$ cat config.mk
export PLATFORM = sky130hd
export DESIGN_NAME = alu_op_sequencer
export DESIGN_NICKNAME = d
export VERILOG_FILES = /design/src/rtl/alu_pkg.sv /design/src/rtl/alu_settle_timer.sv /design/src/rtl/alu_op_sequencer.sv
export SDC_FILE = /design/constraint.sdc
export NUM_CORES = 1
export LEC_CHECK = 0
export ABC_AREA = 1
export CAP_MARGIN = 20
export CORE_ASPECT_RATIO = 1.2
export CORE_UTILIZATION = 43
export CTS_CLUSTER_DIAMETER = 120
export CTS_CLUSTER_SIZE = 10
export DETAILED_ROUTE_END_ITERATION = 12
export PLACE_DENSITY = 0.83
export SLEW_MARGIN = 20
export SYNTH_ARGS = -nofsm -noshare
export SYNTH_HDL_FRONTEND = slang
export SYNTH_HIERARCHICAL = 1
export SYNTH_SLANG_ARGS = --single-unit
$ cat constraint.sdc
create_clock -name clk -period 1.5 [get_ports clk]
set_input_delay 0.375 -clock clk [delete_from_list [all_inputs] [get_ports clk]]
set_output_delay 0.375 -clock clk [all_outputs]
set_load 0.02 [all_outputs]
$ cat src/rtl/alu_pkg.sv
// Shared definitions for the ALU operation sequencer: opcode values,
// datapath widths, FSM state encoding and select-advance helpers.
package alu_pkg;

    localparam int unsigned DW = 8;
    localparam int unsigned SW = 4;
    localparam int unsigned CW = 4;

    localparam logic [SW-1:0] OP_ADD    = 4'd0;
    localparam logic [SW-1:0] OP_SUB    = 4'd1;
    localparam logic [SW-1:0] OP_X2     = 4'd2;
    localparam logic [SW-1:0] OP_DIV2   = 4'd3;
    localparam logic [SW-1:0] OP_AND    = 4'd4;
    localparam logic [SW-1:0] OP_OR     = 4'd5;
    localparam logic [SW-1:0] OP_XOR    = 4'd6;
    localparam logic [SW-1:0] OP_NOT    = 4'd7;
    localparam logic [SW-1:0] OP_EQ     = 4'd8;
    localparam logic [SW-1:0] OP_GT     = 4'd9;
    localparam logic [SW-1:0] OP_LT     = 4'd10;
    localparam logic [SW-1:0] OP_MAX    = 4'd11;
    localparam logic [SW-1:0] OP_KNIGHT = 4'd12;
    localparam logic [SW-1:0] OP_LAST   = OP_KNIGHT;

    typedef enum logic [1:0] {
        ST_IDLE,
        ST_DRIVE,
        ST_DONE
    } state_e;

    function automatic logic op_legal(input logic [SW-1:0] op);
        return op <= OP_LAST;
    endfunction

    // The mux has no arm above OP_LAST, so stepping wraps to OP_ADD.
    function automatic logic [SW-1:0] next_sel(input logic [SW-1:0] s);
        return (s == OP_LAST) ? OP_ADD : s + SW'(1);
    endfunction

endpackage

$ cat src/rtl/alu_settle_timer.sv
// Loadable down-counter with zero flag; holds at zero.
// Ports: clk, rst (sync, high), load_i/value_i, dec_i, zero_o.
module alu_settle_timer
    import alu_pkg::*;
#(
    parameter int unsigned W = CW
) (
    input  logic         clk,
    input  logic         rst,
    input  logic         load_i,
    input  logic [W-1:0] value_i,
    input  logic         dec_i,
    output logic         zero_o
);

    logic [W-1:0] count_q;
    logic [W-1:0] count_d;

    always_comb begin
        count_d = count_q;
        if (load_i) begin
            count_d = value_i;
        end else if (dec_i && (count_q != '0)) begin
            count_d = count_q - W'(1);
        end
    end

    always_ff @(posedge clk) begin
        if (rst) begin
            count_q <= '0;
        end else begin
            count_q <= count_d;
        end
    end

    assign zero_o = (count_q == '0);

endmodule

$ cat src/rtl/alu_op_sequencer.sv
// Registered front end for the 8-bit ALU result mux: accepts a request,
// drives operands/select, waits SETTLE cycles, captures the mux result.
// Ports: clk, rst, load, a_in, b_in, op_in, mux_o in; a_out, b_out, sel,
// result, valid, busy, err out. ALU_AUTOCYCLE_EN adds input auto_run.
module alu_op_sequencer
    import alu_pkg::*;
#(
    parameter int unsigned SETTLE = 1
) (
    input  logic          clk,
    input  logic          rst,
`ifdef ALU_AUTOCYCLE_EN
    input  logic          auto_run,
`endif
    input  logic          load,
    input  logic [DW-1:0] a_in,
    input  logic [DW-1:0] b_in,
    input  logic [SW-1:0] op_in,
    output logic [DW-1:0] a_out,
    output logic [DW-1:0] b_out,
    output logic [SW-1:0] sel,
    input  logic [DW-1:0] mux_o,
    output logic [DW-1:0] result,
    output logic          valid,
    output logic          busy,
    output logic          err
);

    state_e        state_q;
    logic [DW-1:0] a_q;
    logic [DW-1:0] b_q;
    logic [SW-1:0] sel_q;
    logic [DW-1:0] res_q;
    logic          valid_q;
    logic          busy_q;
    logic          err_q;

    logic          idle;
    logic          take_load;
    logic          auto_go;
    logic          start;
    logic          settled;

`ifdef ALU_AUTOCYCLE_EN
    // load wins over auto_run in the same cycle.
    assign auto_go = auto_run & ~load;
`else
    assign auto_go = 1'b0;
`endif

    assign idle      = (state_q == ST_IDLE);
    assign take_load = load & op_legal(op_in);
    assign start     = idle & (take_load | auto_go);

    alu_settle_timer #(
        .W (CW)
    ) u_timer (
        .clk     (clk),
        .rst     (rst),
        .load_i  (start),
        .value_i (CW'(SETTLE - 1)),
        .dec_i   (state_q == ST_DRIVE),
        .zero_o  (settled)
    );

    always_ff @(posedge clk) begin
        if (rst) begin
            state_q <= ST_IDLE;
            a_q     <= '0;
            b_q     <= '0;
            sel_q   <= '0;
            res_q   <= '0;
            valid_q <= 1'b0;
            busy_q  <= 1'b0;
            err_q   <= 1'b0;
        end else begin
            valid_q <= 1'b0;
            err_q   <= 1'b0;
            unique case (state_q)
                ST_IDLE: begin
                    if (take_load) begin
                        a_q     <= a_in;
                        b_q     <= b_in;
                        sel_q   <= op_in;
                        busy_q  <= 1'b1;
                        state_q <= ST_DRIVE;
                    end else if (load) begin
                        err_q <= 1'b1;
                    end else if (auto_go) begin
                        sel_q   <= next_sel(sel_q);
                        busy_q  <= 1'b1;
                        state_q <= ST_DRIVE;
                    end
                end
                ST_DRIVE: begin
                    if (settled) begin
                        res_q   <= mux_o;
                        valid_q <= 1'b1;
                        state_q <= ST_DONE;
                    end
                end
                ST_DONE: begin
                    busy_q  <= 1'b0;
                    state_q <= ST_IDLE;
                end
                default: begin
                    state_q <= ST_IDLE;
                end
            endcase
        end
    end

    assign a_out  = a_q;
    assign b_out  = b_q;
    assign sel    = sel_q;
    assign result = res_q;
    assign valid  = valid_q;
    assign busy   = busy_q;
    assign err    = err_q;

endmodule

==> key figures <==
Status
  – Outcome: finished with violations
  – Violated checks: design-rule violations

Yosys
  – Seq/Total Area, Yosys: a little under half
  – Area share of fa/ha/maj cells after synthesis: less than 1%
  – Simple-gate area share of the yosys netlist: 35.3%
  – Compound-Gate Fraction of Synth Area: between 6 and 7%
  – Unique masters post-synth: 25
  – Ys Warns: 6
  – XOR/XNOR Fraction of Synth Area: 0.541%
  – Mean post-synth cell area: approximately 7.1 um^2
  – Flops & latches, synth: 37
  – Mux cell area share after synthesis: 0%
  – Cells after synthesis: ~230
  – Largest family of logic cells by synthesized area: simple AND/OR/NAND/NOR gates
  – Cell area after synthesis: 0.00162 mm^2

Clock network
  – Register clock-pin slew on the reported worst setup and hold paths: ~0.070 ns
  – Clock sinks: 37
  – CTS Hold Bufs: 0
  – TritonCTS buffer count: 5
  – CTS tree: done
  – Clock latency on the worst-skew pair: 0.28 ns
  – H-tree depth: 2
  – CTS root buf: clkbuf_8
  – Longest Clk Path Bufs: 2

Floorplan
  – Die area: around 0.004 mm^2
  – Die height: between 60 and 70 um
  – Core box area: around 0.0036 mm^2
  – Rows: 24
  – I/O pin cnt: 62
  – Initial cell density of the core: between 40% and 50%
  – Die span in x: between 50 and 60 um

Global route
  – Met3 global-route usage: 5.22%
  – Met2 Usage GRT: about a third
  – Vias in the first global route: about 1.5k
  – Initial antenna violation count: 0
  – Total Routing Usage GR: 19.3%
  – Largest net degree at the start of global routing: 29
  – GR Util met1: 21.4%
  – First-pass GRT wire length: roughly 6000 um
  – Busiest grt layer: met2
  – GR Overflow Total: 0

Route
  – First drt pass iteration count: 8
  – Final WL: approximately 3600 um
  – Final ANT Viol Nets: 0
  – Post-DR vias/cell: ~4.7
  – DR DRC count: 3
  – Drt wl/cell: around 10 um
  – DRT iter0 DRCs: 54
  – Via Count: about 1.6k

Place
  – IO buf count: between 60 and 70
  – Hpwl dp: 2540 um
  – Placer congestion estimate: ~0.75
  – Worst slack, placed: -0.210 ns

Timing
  – Setup violations, final: 0
  – Fin. max-slew vios: 0
  – Hold_ws: about 0.47 ns
  – Final WS setup: between 0.08 and 0.09 ns
  – Fmax: about 0.7 GHz
  – Minimum clock period: 1.42 ns
  – Fin crit share: about 95%
  – Fin. Hold Viols: 0
  – Clock skew: around 0.0037 ns
  – Total negative setup slack: 0 ns

Min path
  – Hold Path Class: reg -> reg

Run
  – Max_cap viols: 0

Power and ir drop
  – VDD IR max: 0.629 mV
  – Total power: 2.66 mW
  – Pwr/cell area: 1120 mW/mm^2
  – Leak pwr: between 1 and 1.5 nW

Critical path
  – Worst Setup End Kind: register
  – CP arrival: approximately 1.6 ns
  – Worst EP required: roughly 1.7 ns
  – Crit Path Max Fanout: 6
  – Critical path type: in -> reg
  – Critical Path Source Type: input port

Final layout
  – Inserted Diodes: 0
  – Fill count: 327
  – Share of layout cells above drive strength 1: between 10% and 20%
  – Nets@finish: 335
  – Synthesis-to-layout area growth: 46.4%
==> synthesized netlist by cell type, drive strengths merged <==
library cell / number / area (um^2)
ha: 1 / 12.5
or2: 1 / 6.26
nand3: 23 / 125
a21oi: 4 / 23.8
xor2: 1 / 8.76
o21ai: 14 / 70.1
conb: 1 / 3.75
dfxtp: 37 / 741
nor3: 1 / 5.00
clkinv: 1 / 5.00
o22ai: 1 / 6.26
inv: 33 / 124
nand2: 35 / 149
buf: 7 / 52.5
nor2: 69 / 285
==> layout make-up <==
type	count	area [um^2]	share of cell area (%)
Sequential cell	37	741	31.3
Multi-Input combinational cell	154	719	30.4
Timing Repair Buffer	71	647	27.3
Inverter	34	129	5.44
Clock buffer	7	76.3	3.22
Tap cell	39	48.8	2.06
Clock inverter	1	7.51	0.317
==> cell families after synthesis <==
kind of cell / Yosys count
other: 1
AO/OA/AOI/OAI: 19
adder cells (fa/ha/maj): 1
AND/OR/NAND/NOR: 129
flip-flops: 37
XOR/XNOR: 1
buffers and inverters: 41
==> timing repair <==
item                                    4_1_cts  5_1_grt
gates resized for setup                      31        3
buffers inserted                              0        4
pin swaps                                     1        2
endpoints found under the hold margin         0        0
endpoints found under the setup margin       38       11
==> stage by stage <==
| step | area [um^2] | util (%) | cells |
|---|---|---|---|
| 2_1_floorplan | 1630 | - | 232 |
| 3_3_place_gp | 2280 | 63.3 | 331 |
| 3_5_place_dp | 2280 | 63.3 | 331 |
| 4_1_cts | 2330 | 64.5 | 339 |
| 5_1_grt | 2370 | 65.7 | 343 |
| 6_report | 2370 | 65.7 | 343 |
==> flip-flops by register name (all words and copies together), names as in the netlist <==
| signal | count |
|---|---|
| busy | 1 |
| b_out | 8 |
| state_q | 2 |
| a_out | 8 |
| valid | 1 |
| sel | 4 |
| err | 1 |
| u_timer/count_q | 4 |
| result | 8 |
==> cells in the final DEF, fill, tap and decap left out <==
cell	Yosys	final
nor2_1	66	66
dfxtp_1	37	37
nand2_1	32	32
dlygate4sd2_1	0	31
clkdlybuf4s50_1	0	30
inv_1	26	25
nand3_1	21	21
o21ai_0	14	14
buf_4	0	10
inv_2	7	8
clkbuf_8	0	5
conb_1	1	4
a21oi_1	3	3
nand3_2	2	2
clkbuf_1	0	2
nand2_4	2	2
nor2_2	1	1
nand2_2	1	1
nor2_8	1	1
nor2_4	1	1
nor3_1	1	1
clkinvlp_4	0	1
or2_0	1	1
clkinv_2	1	1
a21oi_2	1	1
o22ai_1	1	1
xor2_1	1	1
ha_4	0	1
==> layer usage <==
metal  up-vias  part of all wire, %
li1        838                    -
met1       719                   44
met2        44                   49
met3         6                  5.8
met4         0                  1.1
met5         -                    0
==> final timing paths <==
path	startpoint	end	slack (ns)	depth (start not counted)
max	op_in[2]	u_timer/count_q[1]	0.08	8
min	sel[3]	sel[3]	0.47	2
max reg2reg	u_timer/count_q[0]	result[2]	0.16	9
min reg2reg	sel[3]	sel[3]	0.47	2
==> critical path: stages <==
cell and delay (ns):
clkdlybuf4s50_1 0.48, nand2_1 0.08, nor2_1 0.13, nor2_2 0.06, inv_2 0.11, nand2_4 0.08
o21ai_0 0.20, nor2_1 0.06
==> power by group <==
group          total, mW  switching, mW  leakage (nW)  internal (mW)
registers           1.16         0.0605         0.305           1.10
clock network      0.672          0.343        0.0385          0.329
logic              0.826          0.477         0.905          0.349
No activity file was read; power rests on OpenSTA's default activity.
